`src/rtl/pic_pkg.sv`:
```
// Shared definitions for the 8259A-class interrupt controller: OCW2 command codes
// and width-generic rotate/priority helpers (operate on up to 32 levels).
package pic_pkg;

  localparam logic [2:0] OCW2_ROT_AEOI_CLR = 3'b000;
  localparam logic [2:0] OCW2_NS_EOI       = 3'b001;
  localparam logic [2:0] OCW2_NOP          = 3'b010;
  localparam logic [2:0] OCW2_SP_EOI       = 3'b011;
  localparam logic [2:0] OCW2_ROT_AEOI_SET = 3'b100;
  localparam logic [2:0] OCW2_ROT_NS_EOI   = 3'b101;
  localparam logic [2:0] OCW2_SET_PRIO     = 3'b110;
  localparam logic [2:0] OCW2_ROT_SP_EOI   = 3'b111;

  localparam int unsigned PIC_MAX_IRQ = 32;

  // Rotations act on the low n bits only; bits at or above n are returned as zero.
  function automatic logic [31:0] rotate_right(input logic [31:0] v, input int unsigned sh,
                                               input int unsigned n);
    logic [31:0] r;
    r = '0;
    for (int unsigned i = 0; i < PIC_MAX_IRQ; i++)
      if (i < n) r[5'(i)] = v[5'((i + sh) % n)];
    return r;
  endfunction

  function automatic logic [31:0] rotate_left(input logic [31:0] v, input int unsigned sh,
                                              input int unsigned n);
    logic [31:0] r;
    r = '0;
    for (int unsigned i = 0; i < PIC_MAX_IRQ; i++)
      if (i < n) r[5'((i + sh) % n)] = v[5'(i)];
    return r;
  endfunction

  function automatic logic [31:0] find_first(input logic [31:0] v);
    logic [31:0] r;
    logic        found;
    r     = '0;
    found = 1'b0;
    for (int unsigned i = 0; i < PIC_MAX_IRQ; i++)
      if (v[5'(i)] && !found) begin
        r[5'(i)] = 1'b1;
        found    = 1'b1;
      end
    return r;
  endfunction

  function automatic logic [4:0] onehot_to_idx(input logic [31:0] v);
    logic [4:0] idx;
    logic       found;
    idx   = '0;
    found = 1'b0;
    for (int unsigned i = 0; i < PIC_MAX_IRQ; i++)
      if (v[5'(i)] && !found) begin
        idx   = 5'(i);
        found = 1'b1;
      end
    return idx;
  endfunction

endpackage

```
`src/rtl/pic_rotating_priority.sv`:
```
// Combinational rotating-priority picker: level (pointer+1) mod NUM_IRQ is highest,
// pointer itself lowest. Shared by the ISR controller and the request resolver.
module pic_rotating_priority
  import pic_pkg::*;
#(
  parameter  int unsigned NUM_IRQ = 8,
  localparam int unsigned PTR_W   = $clog2(NUM_IRQ)
) (
  input  logic [NUM_IRQ-1:0] request,
  input  logic [PTR_W-1:0]   pointer,
  output logic [NUM_IRQ-1:0] highest
);

  logic [31:0] shift;

  assign shift   = (32'(pointer) + 32'd1) % 32'(NUM_IRQ);
  assign highest = NUM_IRQ'(rotate_left(find_first(rotate_right(32'(request), shift, NUM_IRQ)),
                                        shift, NUM_IRQ));

endmodule

```
`src/rtl/in_service_ctrl.sv`:
```
// In-service register controller: sets ISR bits on acknowledge, clears them on OCW2 EOI
// commands and owns the rotation pointer. Define IN_SERVICE_AEOI_EN for automatic EOI.
module in_service_ctrl
  import pic_pkg::*;
#(
  parameter  int unsigned NUM_IRQ = 8,
  localparam int unsigned PTR_W   = $clog2(NUM_IRQ)
) (
  input  logic               clock,
  input  logic               reset,
  input  logic               ack_valid,
  input  logic [NUM_IRQ-1:0] ack_vector,
  input  logic               cmd_valid,
  input  logic [2:0]         cmd_code,
  input  logic [PTR_W-1:0]   cmd_level,
`ifdef IN_SERVICE_AEOI_EN
  input  logic               auto_eoi,
`endif
  output logic [NUM_IRQ-1:0] in_service_register,
  output logic [NUM_IRQ-1:0] highest_isr,
  output logic [PTR_W-1:0]   priority_ptr,
  output logic               ack_error
);

  logic [NUM_IRQ-1:0] isr_q, isr_d;
  logic [PTR_W-1:0]   ptr_q, ptr_d;
  logic               rot_aeoi_q, rot_aeoi_d;
  logic               err_q, err_d;

  logic [NUM_IRQ-1:0] clr_mask, post_clr, level_oh;
  logic [PTR_W-1:0]   highest_idx;
  logic               level_ok;

  pic_rotating_priority #(.NUM_IRQ(NUM_IRQ)) u_prio (
    .request (isr_q),
    .pointer (ptr_q),
    .highest (highest_isr)
  );

  assign highest_idx = PTR_W'(onehot_to_idx(32'(highest_isr)));
  assign level_ok    = 32'(cmd_level) < NUM_IRQ;
  assign level_oh    = NUM_IRQ'(32'd1 << cmd_level);

  always_comb begin
    clr_mask   = '0;
    ptr_d      = ptr_q;
    rot_aeoi_d = rot_aeoi_q;
    if (cmd_valid && level_ok) begin
      case (cmd_code)
        OCW2_NS_EOI:       clr_mask = highest_isr;
        OCW2_SP_EOI:       clr_mask = level_oh;
        OCW2_ROT_NS_EOI:
          if (|highest_isr) begin
            clr_mask = highest_isr;
            ptr_d    = highest_idx;
          end
        OCW2_ROT_SP_EOI: begin
          clr_mask = level_oh;
          ptr_d    = cmd_level;
        end
        OCW2_SET_PRIO:     ptr_d      = cmd_level;
        OCW2_ROT_AEOI_SET: rot_aeoi_d = 1'b1;
        OCW2_ROT_AEOI_CLR: rot_aeoi_d = 1'b0;
        default: ;
      endcase
    end

    // Clear uses the pre-cycle ISR; the acknowledge set is layered on top so it wins.
    post_clr = isr_q & ~clr_mask;
    isr_d    = post_clr;
    err_d    = err_q;
    if (ack_valid) begin
      if ((ack_vector == '0) || ((ack_vector & (ack_vector - NUM_IRQ'(1))) != '0) ||
          ((ack_vector & post_clr) != '0))
        err_d = 1'b1;
`ifdef IN_SERVICE_AEOI_EN
      if (auto_eoi) begin
        if (rot_aeoi_q) ptr_d = PTR_W'(onehot_to_idx(32'(ack_vector)));
      end else begin
        isr_d = post_clr | ack_vector;
      end
`else
      isr_d = post_clr | ack_vector;
`endif
    end
  end

  always_ff @(posedge clock) begin
    if (reset) begin
      isr_q      <= '0;
      ptr_q      <= PTR_W'(NUM_IRQ - 1);
      rot_aeoi_q <= 1'b0;
      err_q      <= 1'b0;
    end else begin
      isr_q      <= isr_d;
      ptr_q      <= ptr_d;
      rot_aeoi_q <= rot_aeoi_d;
      err_q      <= err_d;
    end
  end

  assign in_service_register = isr_q;
  assign priority_ptr        = ptr_q;
  assign ack_error           = err_q;

endmodule

```
`config.mk`:
```
export PLATFORM = sky130hd
export DESIGN_NAME = in_service_ctrl
export DESIGN_NICKNAME = d
export VERILOG_FILES = /design/src/rtl/pic_pkg.sv /design/src/rtl/pic_rotating_priority.sv /design/src/rtl/in_service_ctrl.sv
export SDC_FILE = /design/constraint.sdc
export NUM_CORES = 1
export LEC_CHECK = 0
export ABC_AREA = 1
export BUFFER_PORTS_ARGS = -buffer_cell sky130_fd_sc_hd__buf_2
export CAP_MARGIN = 10
export CORE_ASPECT_RATIO = 0.9
export CORE_MARGIN = 3
export CORE_UTILIZATION = 45
export CTS_BUF_LIST = sky130_fd_sc_hd__clkbuf_4
export CTS_CLUSTER_SIZE = 8
export DETAILED_ROUTE_END_ITERATION = 7
export PLACE_DENSITY = 0.67
export SLEW_MARGIN = 20
export SYNTH_ARGS = -nofsm -noshare
export SYNTH_HDL_FRONTEND = slang
export SYNTH_HIERARCHICAL = 1
export SYNTH_SLANG_ARGS = --single-unit
export TNS_END_PERCENT = 20
```
`constraint.sdc`:
```
create_clock -name clock -period 7.71 [get_ports clock]
set_input_delay 1.1565 -clock clock [delete_from_list [all_inputs] [get_ports clock]]
set_output_delay 1.1565 -clock clock [all_outputs]
set_load 0.005 [all_outputs]
```
Word level (Yosys, flattened, before mapping)
Index checks and enable logic that the tools add are counted.
{ "totals": {"regBits": 12, "latchBits": 0, "ramBits": 0, "romBits": 0, "in_bits": 18, "output_inout_bits": 20, "word_cells": 161, "mem_count": 0} }
{ "classes": {"addsub": 9, "n_mul": 0, "div": 0, "n_lt_le_gt_ge": 16, "n_eq_ne": 6, "n_shift": 1, "mux": 73, "bitwise_logic": 6, "reduce_logical": 47} }
{ "op_table": {"columns": ["op", "count"], "rows": [
  ["bitwise mux 32 bit", 7],
  ["< comparator 3 x 6 -> 1 bit (second input constant)", 8],
  ["two-way mux 1 bit", 38],
  ["AND 32 x 8 -> 32 bit", 1],
  ["AND 8 bit", 3],
  ["binary-select mux 1 bit (select 3 bit)", 8],
  ["demux 1 bit (select 3 bit)", 8],
  ["greater-or-equal comparator 3 x 1 -> 1 bit (second input constant)", 8],
  ["two-way mux 8 bit", 3],
  ["one-hot mux 8 bit (3 select lines)", 1],
  ["logical AND 1 bit", 22],
  ["two-way mux 3 bit", 6],
  ["nonzero test 8 bit", 2],
  ["zero test 1 bit", 14],
  ["adder 3 bit (first input constant)", 4],
  ["equality test 3 bit (second input constant)", 3],
  ["zero test 8 bit", 1],
  ["inverter 8 bit", 1],
  ["OR 8 bit", 1],
  ["OR reduction 8 bit", 1],
  ["<< shifter 1 x 3 -> 8 bit (first input constant)", 1],
  ["subtractor 8 x 1 -> 8 bit (second input constant)", 1],
  ["adder 2 x 3 -> 3 bit (first input constant)", 2],
  ["one-hot mux 3 bit (2 select lines)", 1],
  ["11 further kinds", 13]
]} }

Logic depth before layout (Yosys ltp)
Gate-level depths: netlist of the first run.
{ "depth": {"word_depth": 50, "mapped_depth": 26, "depth_no_buf": 24} }

Modules after synthesis
The synthesis of the first run kept the hierarchy.
{ "modules_own_cells": {"columns": ["mod", "n_inst", "cells_each", "area_each_um2", "seq_area_each_um2"], "rows": [
  ["pic_rotating_priority", 1, 294, 1421.4, 0.0],
  ["in_service_ctrl", 1, 170, 944.7, 240.2]
]} }

Worst setup path after synthesis of the first run
No wires, ideal clock.
{ "synth_path": {"path_type": "reg2out", "startpoint": "reg ptr_q[0] (netlist: priority_ptr[0])", "endpoint": "out highest_isr[0]", "arrival_ps": 2432, "required_time_ps": 6554, "path_slack_ps": 4121, "path_stages_with_launch": 16, "n_path_buf": 4, "cell_sequence": "dfxtp_1 -> buf_6 -> inv_4 -> buf_6 -> ha_1 -> buf_4 -> nand2_1 -> nand2_2 -> nand2_1 -> o21ai_1 -> nand2_2 -> o21ai_4 -> nor3_4 -> buf_6 -> nand4_1 -> nand3_1"} }
{ "synth_via": {"elab_chain_cells": 26, "elab_cells_between_ends": 100, "classes_between": "add/sub (8); order compare (16); mux (53); bitwise (1); reduce/logical (22)"} }
{ "synth_rtl": {"columns": ["element", "line_no", "text"], "rows": [
  ["start: declaration", "in_service_ctrl.sv:26", "logic [PTR_W-1:0] ptr_q, ptr_d;"],
  ["start signal: assignment", "in_service_ctrl.sv:91", "ptr_q <= PTR_W'(NUM_IRQ - 1);"],
  ["start signal: assignment", "in_service_ctrl.sv:96", "ptr_q <= ptr_d;"],
  ["adder 3 x 1 -> 3 bit *", "pic_rotating_priority.sv:16", "assign shift = (32'(pointer) + 32'd1) % 32'(NUM_IRQ);"],
  ["branches (longest 24 deep; another with adder 1 x 3 -> 3 bit)", null, null],
  ["bitwise mux 32 bit *", "pic_pkg.sv:31", "if (i < n) r[5'((i + sh) % n)] = v[5'(i)];"],
  ["end: declaration", "in_service_ctrl.sv:20", "output logic [NUM_IRQ-1:0] highest_isr,"]
]} }
Every way passes the cells marked *. The select of a mux whose other input is x is not followed.

Worst setup path after layout of the first run
{ "layout_path": {"startpoint": "reg ptr_q[0] (netlist: priority_ptr[0])", "endpoint": "out highest_isr[7]"} }
Same word-level chain as after synthesis.

==> results of run 1 <==
-- how the worst max path moves through the flow --
stage | start | endpoint | slack [ns] | cells past startpoint
3_5_place_dp | priority_ptr[0] | highest_isr[6] | 3.04 | 11
5_1_grt | priority_ptr[0] | highest_isr[0] | 2.32 | 11
3_3_place_gp | priority_ptr[0] | highest_isr[6] | 3.13 | 11
6_report | priority_ptr[0] | highest_isr[7] | 2.69 | 11
4_1_cts | priority_ptr[0] | highest_isr[6] | 2.74 | 11
2_1_floorplan | priority_ptr[0] | highest_isr[0] | 4.12 | 15
-- layout make-up --
| cell class | count | share of cell area |
|---|---|---|
| Clock buffer | 3 | 0.00879 |
| Inverter | 62 | 0.0947 |
| Tap cell | 65 | 0.0317 |
| Multi-Input combinational cell | 379 | 0.697 |
| Sequential cell | 12 | 0.0937 |
| Timing Repair Buffer | 37 | 0.0723 |
| Clock inverter | 1 | 0.00146 |
-- sequential cells by signal (all words and copies together), names as in the netlist --
signal / cells
ack_error: 1
in_service_register: 8
priority_ptr: 3
-- power breakdown --
group	total, mW	leakage [nW]	switching [mW]	internal, mW
Combinational	0.353	1.23	0.253	0.101
Sequential	0.0782	0.0995	0.0112	0.0670
Clock	0.0396	0.0154	0.0209	0.0187
-- layer usage --
layer / share of wire / vias to the layer above / routed length (um)
met1: 0.45 / 1367 / 3300
met5: 0 / - / 0
met2: 0.44 / 173 / 3230
li1: - / 1559 / -
met3: 0.091 / 18 / 666
met4: 0.019 / 0 / 140
-- worst register-to-register path, stage by stage, from the launching register on --
cell     delay (ns)
dfxtp_1        0.77
inv_4          0.18
ha_1           0.55
inv_2          0.16
nand2_1        0.28
nand2_1        0.20
o21ai_1        0.28
o21ai_4        0.16
nor3_4         0.49
nand4_1        0.17
nand3_1        0.19
nor2_1         0.08
nand3_1        0.09
inv_1          0.08
a31oi_2        0.26
inv_2          0.09
a21oi_1        0.13
o21ai_1        0.09
-- cell families (layout without fill, tap and decap cells) --
kind of cell,count (synthesis),count (layout),share of synthesized area
AND/OR/NAND/NOR,334,334,0.634
buffers and inverters,73,103,0.143
AO/OA/AOI/OAI,43,43,0.111
flip-flops,12,12,0.102
adder cells (fa/ha/maj),2,2,0.0106
-- Yosys cell counts --
master,count
nand2_2,14
a21oi_1,17
clkbuf_1,1
inv_1,54
inv_2,6
nand3_1,63
buf_4,3
o21ai_4,2
nand4_1,25
o21a_1,2
o21ai_0,10
inv_4,1
buf_8,1
nand2_4,1
inv_8,1
nand2_1,155
dfxtp_1,12
a31oi_2,1
nand3_2,2
ha_1,2
o21ai_1,7
nor2_4,2
buf_2,2
nor2_1,66
a21oi_2,1
nor3_1,1
o211ai_1,2
buf_6,4
nand3_4,1
nor2_2,3
a22oi_1,1
nor3_4,1
-- layout by cell type, fill, tap and decap left out, types with 2 or more instances in the layout --
cell type | netlist | routed
a21oi_1 | 17 | 17
buf_2 | 2 | 37
clkbuf_4 | 0 | 3
dfxtp_1 | 12 | 12
ha_1 | 2 | 2
inv_1 | 54 | 54
inv_2 | 6 | 6
nand2_1 | 155 | 155
nand2_2 | 14 | 14
nand3_1 | 63 | 63
nand3_2 | 2 | 2
nand4_1 | 25 | 25
nor2_1 | 66 | 66
nor2_2 | 3 | 3
nor2_4 | 2 | 2
o211ai_1 | 2 | 2
o21a_1 | 2 | 2
o21ai_0 | 10 | 10
o21ai_1 | 7 | 7
o21ai_4 | 2 | 2
==> summary.md, run 1 <==
| Metric | Value |
|---|---|
| H-tree depth | 1 |
| FF-to-FF setup slack | 3.35 ns |
| Routing usage on met2 | 0.378 |
| GR Overflow Total | 0 |
| Setup slack after placement | 3.04 ns |
| Die area | 6170 sq um |
| Yosys reg bits | 12 |
| Worst-Margin Slew | 0.689 ns |
| RSZ-0062 raised after global routing | false |
| DRT Pass-1 Iters | 7 |
| Drt initial violations | 298 |
| Slowest CP cell | dfxtp_1 |
| Worst Path Arrival | 3.86 ns |
| Met3 Use GR | 0.0335 |
| Max-cap violation count | 0 |
| Die H | 74.8 um |
| Cell Pwr Density | 184 nW/um^2 |
| Buffers inserted by post-CTS timing repair | 0 |
| Final hold slack | 0.461 ns |
| Largest net degree at the start of global routing | 23 |
| # IOs | 38 |
| Drt wl/cell | 13.1 um |
| Fill cell count | 559 |
| GR peak layer | met2 |
| Skew final | 0.00605 ns |
| Synth warn | 6 |
| Post-Route WL | 7.33 mm |
| Worst skew pair latency | 0.27 ns |
| Post-Syn Area per Cell | 5.10 sq um |
| # clock sinks | 12 |
| Outcome | finished clean |
| Unique masters post-synth | 32 |
| RD Place Congestion | 1.00 |
| Storage element area | 240 sq um |
| GR Util met1 | 0.338 |
| Leakage | 1.34 nW |
| Register area share after synthesis | 0.102 |
| Antenna Cells | 0 |
| Placement Cell Area | 2540 sq um |
| Routed vias/inst | 5.58 |
| Initial antenna violation count | 0 |
| Setup CP Type | reg -> out |
| Row count | 24 |
| Mapped Area | 2370 sq um |
| HP Start | ack_error |
| Post-DRT Antenna Nets | 0 |
| Clk slew on worst S/H paths | 0.08 ns |
| Final Cell Area | 2560 sq um |
| Number of stages on the worst hold path | 2 |
| CTS Buf Count | 3 |
| DP Cell Count | 555 |
| Worst r2r dst | priority_ptr[0] |
| Max-slew violation count | 0 |
| Core Util, Final | 0.517 |
| Share of layout cells above drive strength 1 | 0.154 |
| Worst IR Drop VDD | 0.0000987 V |
| Syn_nets | 484 |
| Largest stage delay on the critical path | 0.77 ns |
| Max clock buf depth | 2 |
| Yosys top cell area share | 0.246 |
| Post-route clock period utilization | 0.651 |
| DRC | 0 |
| Post_cts resized | 0 |
| CP Capture Type | output pin |
| Global-route wire length before repair | 11.9 mm |
| Multi-input logic area | 1790 sq um |
| Delay-heaviest family, CP | simple AND/OR/NAND/NOR gates |
| Core box area | 4950 sq um |
| Synth-to-Final Area Change | 8.30% |
| Reg2reg start | priority_ptr[0] |
| Port buffer count | 37 |
| DPL Wire Length | 5.82 mm |
| Setup_tns | 0 ns |
| Final hold violation count | 0 |
| Root buf cell | clkbuf_4 |
| Nets | 515 |
| Fmax | 199 MHz |
| Synthesized instance count | 464 |
| Finished Layout Cells | 559 |
| Fin worst setup slack | 2.69 ns |
| Synth area leaders | nand2_1 25%, nand3_1 13%, nor2_1 10% |
| Cts hold-fix bufs | 0 |
| Number of global-route vias before repair | 2640 |
| Biggest area consumer among synthesized cells | nand2_1 |
| Hold Path Class | reg -> reg |
| CTS tree | built |
| Crit Path Max Fanout | 22 |
| Pwr Total | 0.471 mW |
| Final setup fails | 0 |
| Rel. slew slack | 0.540 |
| Via count | 3117 |
| Period minus WS final | 5.02 ns |
| CP Data Required Time | 6.55 ns |
| Most used cell, CP | nand2_1 |
| Critical path buffer and inverter count | 3 |
| Initial cell density of the core | 0.478 |
| R2R cell count | 17 |
| Critical Path Source Type | flop |
| Gr usage total | 0.242 |
| Worst Hold End | ack_error |
| Die X | 82.4 um |
| Worst-path cell chain | inv_4, ha_1, inv_2, nand2_1, nand2_1, o21ai_1, o21ai_4, nor3_4, nand4_1, nand3_1, buf_2 |
No activity file was read; power rests on OpenSTA's default activity.
==> run 2, diff against run 1 <==
Clock period 7.71 ns to 5.1 ns, I/O delays scaled along.
==> summary.md, run 2 (synthesis gave the netlist of run 1 again) <==
| Metric | Value |
|---|---|
| Global-route wire length before repair | 12.2 mm (was 11.9 mm) |
| Most used cell, CP | nand2_1 (unchanged) |
| Worst Path Arrival | 3.41 ns (was 3.86 ns) |
| CP Data Required Time | 4.34 ns (was 6.55 ns) |
| Crit Path Max Fanout | 16 (was 22) |
| Initial antenna violation count | 0 (unchanged) |
| Placement Cell Area | 2540 sq um (about the same) |
| DRT Pass-1 Iters | 6 (was 7) |
| Core box area | 4950 sq um (unchanged) |
| Final hold violation count | 0 (unchanged) |
| Drt wl/cell | 12.9 um (was 13.1 um) |
| Worst-path cell chain | inv_4, ha_1, inv_2, nand2_1, nand2_1, o21ai_1, o21ai_4, nor3_4, nand4_1, nand3_1, buf_2 (unchanged) |
| Rel. slew slack | 0.617 (was 0.540) |
| Cell Pwr Density | 276 nW/um^2 (was 184 nW/um^2) |
| Root buf cell | clkbuf_4 (unchanged) |
| # clock sinks | 12 (unchanged) |
| Critical path buffer and inverter count | 3 (unchanged) |
| Delay-heaviest family, CP | simple AND/OR/NAND/NOR gates (unchanged) |
| Die H | 74.8 um (unchanged) |
| Max-slew violation count | 0 (unchanged) |
| Row count | 24 (unchanged) |
| Hold Path Class | reg -> reg (unchanged) |
| Worst r2r dst | priority_ptr[0] (unchanged) |
| H-tree depth | 1 (unchanged) |
| GR Overflow Total | 0 (unchanged) |
| Setup_tns | 0 ns (unchanged) |
| Share of layout cells above drive strength 1 | 0.156 (was 0.154) |
| CTS tree | built (unchanged) |
| Initial cell density of the core | 0.478 (unchanged) |
| Outcome | finished clean (unchanged) |
| Gr usage total | 0.247 (was 0.242) |
| Leakage | 1.35 nW (was 1.34 nW) |
| RD Place Congestion | 1.05 (was 1.00) |
| Max-cap violation count | 0 (unchanged) |
| Setup CP Type | reg -> out (unchanged) |
| Clk slew on worst S/H paths | 0.08 ns (about the same) |
| Nets | 516 (was 515) |
| Worst-Margin Slew | 0.574 ns (was 0.689 ns) |
| Die X | 82.4 um (unchanged) |
| Commonest non-fill, non-tap cell in the layout | nand2_1 (unchanged) |
| Reg2reg start | priority_ptr[0] (unchanged) |
| Commonest cells after routing, fill and taps aside | 155 x nand2_1, 66 x nor2_1, 63 x nand3_1 (unchanged) |
| Slowest CP cell | ha_1 (was dfxtp_1) |
| Skew final | 0.00593 ns (was 0.00605 ns) |
| Buffers inserted by post-CTS timing repair | 0 (unchanged) |
| Routed vias/inst | 5.45 (was 5.58) |
| Synth-to-Final Area Change | 8.62% (was 8.30%) |
| Worst IR Drop VDD | 0.000177 V (was 0.0000987 V) |
| Post-Route WL | 7.21 mm (was 7.33 mm) |
| Largest stage delay on the critical path | 0.51 ns (was 0.77 ns) |
| Antenna Cells | 0 (unchanged) |
| Via count | 3052 (was 3117) |
| Max clock buf depth | 2 (unchanged) |
| Fmax | 239 MHz |
| Cts hold-fix bufs | 0 (unchanged) |
| Critical path origin | priority_ptr[0] (unchanged) |
| Fill cell count | 541 (was 559) |
| Die area | 6170 sq um (unchanged) |
| DPL Wire Length | 5.77 mm (was 5.82 mm) |
| # IOs | 38 (unchanged) |
| Post-DRT Antenna Nets | 0 (unchanged) |
| Port buffer count | 37 (unchanged) |
| Critical Path End | highest_isr[7] (unchanged) |
| Post_cts resized | 0 (unchanged) |
| CP Depth | 11 (unchanged) |
| Number of stages on the worst hold path | 2 (unchanged) |
| FF-to-FF setup slack | 1.25 ns (was 3.35 ns) |
| R2R cell count | 17 (unchanged) |
| CP Capture Type | output pin (unchanged) |
| DRC | 0 (unchanged) |
| RSZ-0062 raised after global routing | false (unchanged) |
| Final setup fails | 0 (unchanged) |
| Largest net degree at the start of global routing | 22 (was 23) |
| Max FFs per register | 8 (unchanged) |
| Post-route clock period utilization | 0.819 |
| Number of global-route vias before repair | 2622 (was 2640) |
| Period minus WS final | 4.18 ns |
| Drt initial violations | 308 (was 298) |
| Worst skew pair latency | 0.28 ns (was 0.27 ns) |
| Final Cell Area | 2570 sq um (was 2560 sq um) |
| CTS Buf Count | 3 (unchanged) |
| Critical Path Source Type | flop (unchanged) |
==> run 2: cell types whose count changed in the layout (fill, tap and decap cells not counted), sizes merged <==
| cell | delta |
|---|---|
| buf | +1 |
==> run 2: through the flow <==
step	hold WS [ns]	setup WS, ns	instances	util	power [mW]
after floorplan	0.456	1.87	464	-	0.526
after global placement	0.445	1.38	556	0.513	0.640
after detailed placement	0.455	1.33	556	0.513	0.638
after CTS	0.471	0.995	560	0.519	0.700
after global routing	0.496	0.657	560	0.519	0.781
final	0.467	0.921	560	0.519	0.710
==> run 2: worst min path at each step <==
stage / start / end
6_report: ack_error / ack_error
5_1_grt: ack_error / ack_error
4_1_cts: ack_error / ack_error
3_5_place_dp: ack_error / ack_error
3_3_place_gp: ack_error / ack_error
2_1_floorplan: ack_error / ack_error
==> run 2: layer usage <==
layer,up-vias,track usage,wire (um)
met5,-,0,0
met4,0,0.0572,87
met3,18,0.0371,578
met2,150,0.377,3240
met1,1328,0.363,3310
li1,1556,-,-
==> run 2: power breakdown <==
group	switching, mW	internal, mW
combinational	0.381	0.153
sequential	0.0137	0.101
clock	0.0334	0.0283
==> run 2: cell type report <==
cell class              count  area, sq um  area share
inverters                  62          243      0.0945
multi-input cells         379         1790       0.695
clock buffers               3         22.5     0.00876
well taps                  65         81.3      0.0316
flip-flops and latches     12          240      0.0935
clock inverters             1         3.75     0.00146
repair buffers             38          193      0.0750
==> run 2: worst reg2reg max path: cells and delay by family (launching register included) <==
family | cells | cell delay, ns
buffers and inverters | 5 | 0.50
AND/OR/NAND/NOR | 6 | 1.45
flip-flops | 1 | 0.38
adder cells (fa/ha/maj) | 1 | 0.51
AO/OA/AOI/OAI | 5 | 0.90
==> run 3, diff against run 2 <==
Settings changed: ABC_AREA 1 to 0, PLACE_DENSITY 0.67 to 0.69.
Clock period 5.1 ns to 3.7 ns, I/O delays scaled along.
==> summary.md, run 3 <==
| Metric | Value |
|---|---|
| CTS Buf Count | 3 (unchanged) |
| Synth-to-Final Area Change | 44.5% (was 8.62%) |
| Row count | 24 (unchanged) |
| Routed vias/inst | 6.59 (was 5.45) |
| Worst skew pair latency | 0.28 ns (about the same) |
| Antenna Cells | 0 (unchanged) |
| Number of global-route vias before repair | 3092 (was 2622) |
| Post-DRT Antenna Nets | 0 (unchanged) |
| Mapped Area | 2460 sq um (was 2370 sq um) |
| DPL Wire Length | 7.22 mm (was 5.77 mm) |
| Critical Path End | highest_isr[0] (was highest_isr[7]) |
| Port buffer count | 37 (unchanged) |
| Syn_nets | 364 (was 484) |
| Die area | 6380 sq um (was 6170 sq um) |
| Clk slew on worst S/H paths | 0.08 ns (about the same) |
| Post-Syn Area per Cell | 7.14 sq um (was 5.10 sq um) |
| Initial antenna violation count | 0 (unchanged) |
| Critical path origin | priority_ptr[0] (unchanged) |
| Setup_tns | -3.51 ns (was 0 ns) |
| CP Data Required Time | 3.14 ns (was 4.34 ns) |
| Die X | 83.9 um (was 82.4 um) |
| Most instantiated cells after synthesis | 38 x nand2_1, 34 x nor2_1, 29 x o21ai_0 (was 155 x nand2_1, 66 x nor2_1, 63 x nand3_1) |
| Share of layout cells above drive strength 1 | 0.415 (was 0.156) |
| Fin worst setup slack | -0.340 ns (was 0.921 ns) |
| Global-route wire length before repair | 15.4 mm (was 12.2 mm) |
| Register area share after synthesis | 0.0978 (was 0.102) |
| Cell with the most instances after synthesis | nand2_1 (unchanged) |
| Worst r2r dst | priority_ptr[2] (was priority_ptr[0]) |
| Via count | 3382 (was 3052) |
| CTS tree | built (unchanged) |
| Outcome | complete, but fails checks (was finished clean) |
| Core box area | 5040 sq um (was 4950 sq um) |
| Biggest area consumer among synthesized cells | dfxtp_1 (was nand2_1) |
| Post-route clock period utilization | 1.09 |
| Final hold violation count | 0 (unchanged) |
| DRT Pass-1 Iters | 5 (was 6) |
| Synthesized instance count | 344 (was 464) |
| Setup CP Type | reg -> out (unchanged) |
| Drt initial violations | 472 (was 308) |
| Max-slew violation count | 0 (unchanged) |
| Fmax | 248 MHz |
| Period minus WS final | 4.04 ns |
| RD Place Congestion | 0.949 (was 1.05) |
| Synth warn | 6 (unchanged) |
| DRC | 0 (unchanged) |
| Post-synthesis async set-or-reset flop share | 0 (unchanged) |
| Unique masters post-synth | 68 (was 32) |
| EDFF count, synth | 0 (unchanged) |
| Synth area leaders | dfxtp_1 9.8%, mux4_2 9.2%, o21ai_0 5.9% (was nand2_1 25%, nand3_1 13%, nor2_1 10%) |
| Final setup fails | 13 (was 0) |
| Nets | 469 (was 516) |
| Skew final | 0.00606 ns (was 0.00593 ns) |
| Crit Path Max Fanout | 7 (was 16) |
| # clock sinks | 12 (unchanged) |
| Commonest non-fill, non-tap cell in the layout | buf_4 (was nand2_1) |
| Yosys reg bits | 12 (unchanged) |
| Worst Path Arrival | 3.48 ns (was 3.41 ns) |
| Worst-Margin Slew | 0.563 ns (was 0.574 ns) |
| RSZ-0062 raised after global routing | true (was false) |
| R2R cell count | 17 (unchanged) |
| Cell Pwr Density | 477 nW/um^2 (was 276 nW/um^2) |
| Post-Route WL | 9.79 mm (was 7.21 mm) |
| CP Capture Type | output pin (unchanged) |
| Gr usage total | 0.287 (was 0.247) |
| Failing checks | negative setup slack |
| Worst IR Drop VDD | 0.000276 V (was 0.000177 V) |
| Initial cell density of the core | 0.487 (was 0.478) |
| Yosys top cell area share | 0.0978 (was 0.246) |
| Cts hold-fix bufs | 0 (unchanged) |
| Max clock buf depth | 2 (unchanged) |
| Final hold slack | 0.548 ns (was 0.467 ns) |
| Max-cap violation count | 0 (unchanged) |
| Max FFs per register | 8 (unchanged) |
| H-tree depth | 1 (unchanged) |
| FF-to-FF setup slack | -0.30 ns (was 1.25 ns) |
| GR Overflow Total | 0 (unchanged) |
| Root buf cell | clkbuf_4 (unchanged) |
| Largest net degree at the start of global routing | 40 (was 22) |
| Leakage | 1.47 nW (was 1.35 nW) |
| Hold Path Class | in -> reg (was reg -> reg) |
| # IOs | 38 (unchanged) |
| Critical Path Source Type | flop (unchanged) |
| Reg2reg start | priority_ptr[0] (unchanged) |
| Rel. slew slack | 0.621 (was 0.617) |
| Commonest cells after routing, fill and taps aside | 83 x buf_4, 37 x nand2_1, 36 x buf_2 (was 155 x nand2_1, 66 x nor2_1, 63 x nand3_1) |
| Drt wl/cell | 19.1 um (was 12.9 um) |
| Most common flop cell mapped by yosys | dfxtp_1 (unchanged) |
| Fill cell count | 423 (was 541) |
| Die H | 76.1 um (was 74.8 um) |
run 3: worst min path at each step:
stage	startpoint	to	cells after the start
after CTS	ack_vector[6]	in_service_register[6]	3
after global placement	ack_error	ack_error	2
after global routing	ack_vector[6]	in_service_register[6]	3
after floorplan	priority_ptr[2]	priority_ptr[2]	1
final	ack_vector[6]	in_service_register[6]	3
after detailed placement	ack_error	ack_error	2
run 3: area by class of cell:
| type | count | area, sq um | area share |
|---|---|---|---|
| clock buffer | 4 | 30.0 | 0.00846 |
| inverter | 8 | 42.5 | 0.0120 |
| multi-input combinational | 299 | 2260 | 0.637 |
| sequential | 12 | 244 | 0.0687 |
| tap | 65 | 81.3 | 0.0229 |
| timing repair buffer | 125 | 892 | 0.251 |
run 3: report_power, final:
group,switching [mW],leakage [nW],internal [mW]
combinational,0.761,1.35,0.678
sequential,0.0195,0.0995,0.141
clock,0.0465,0.0184,0.0493
run 3: cells by family (layout without fill, tap and decap cells):
family	after synthesis	after routing	share of synthesized area
DFF	12	12	0.0978
adders and majority gates	2	2	0.0102
AOI/OAI and AO/OA	138	138	0.394
buffers and inverters	33	137	0.0606
and+or+nand+nor	133	133	0.265
muxes	23	23	0.156
xor gates and xnor gates	3	3	0.0163
run 3: per-stage QoR:
stage               worst slack, ns  instances  area [sq um]   util  power, mW
floorplan                    -0.359        344          2550      -      0.912
finish                       -0.340        513          3550  0.704       1.69
detailed placement           -0.327        504          3310  0.657       1.41
CTS                          -0.278        511          3420  0.679       1.56
global route                 -0.443        513          3550  0.704       1.79
global placement             -0.321        504          3310  0.657       1.40
run 3: per-layer routing:
metal,part of all wire,track usage,vias to the layer above
met5,0,0,-
li1,-,-,1567
met3,0.076,0.0346,22
met2,0.48,0.472,188
met1,0.42,0.387,1605
met4,0.023,0.101,0
run 3: timing repair:
item                       in CTS  in global routing
resized for setup              13                 26
setup endpoints to repair      13                 18
pin swaps                       7                  9
setup buffers                   3                  2
run 3: worst max-delay path, cell delays in order (launching register included):
cell and delay [ns]:
dfxtp_4 0.39, clkinv_8 0.05, ha_4 0.33, buf_4 0.14
mux4_2 0.35, nand2b_4 0.18, mux4_2 0.51, nor3_4 0.34
buf_4 0.17, nor2_1 0.03, o21ai_0 0.15, o211ai_1 0.15
nand2_1 0.14, buf_4 0.15, buf_2 0.11
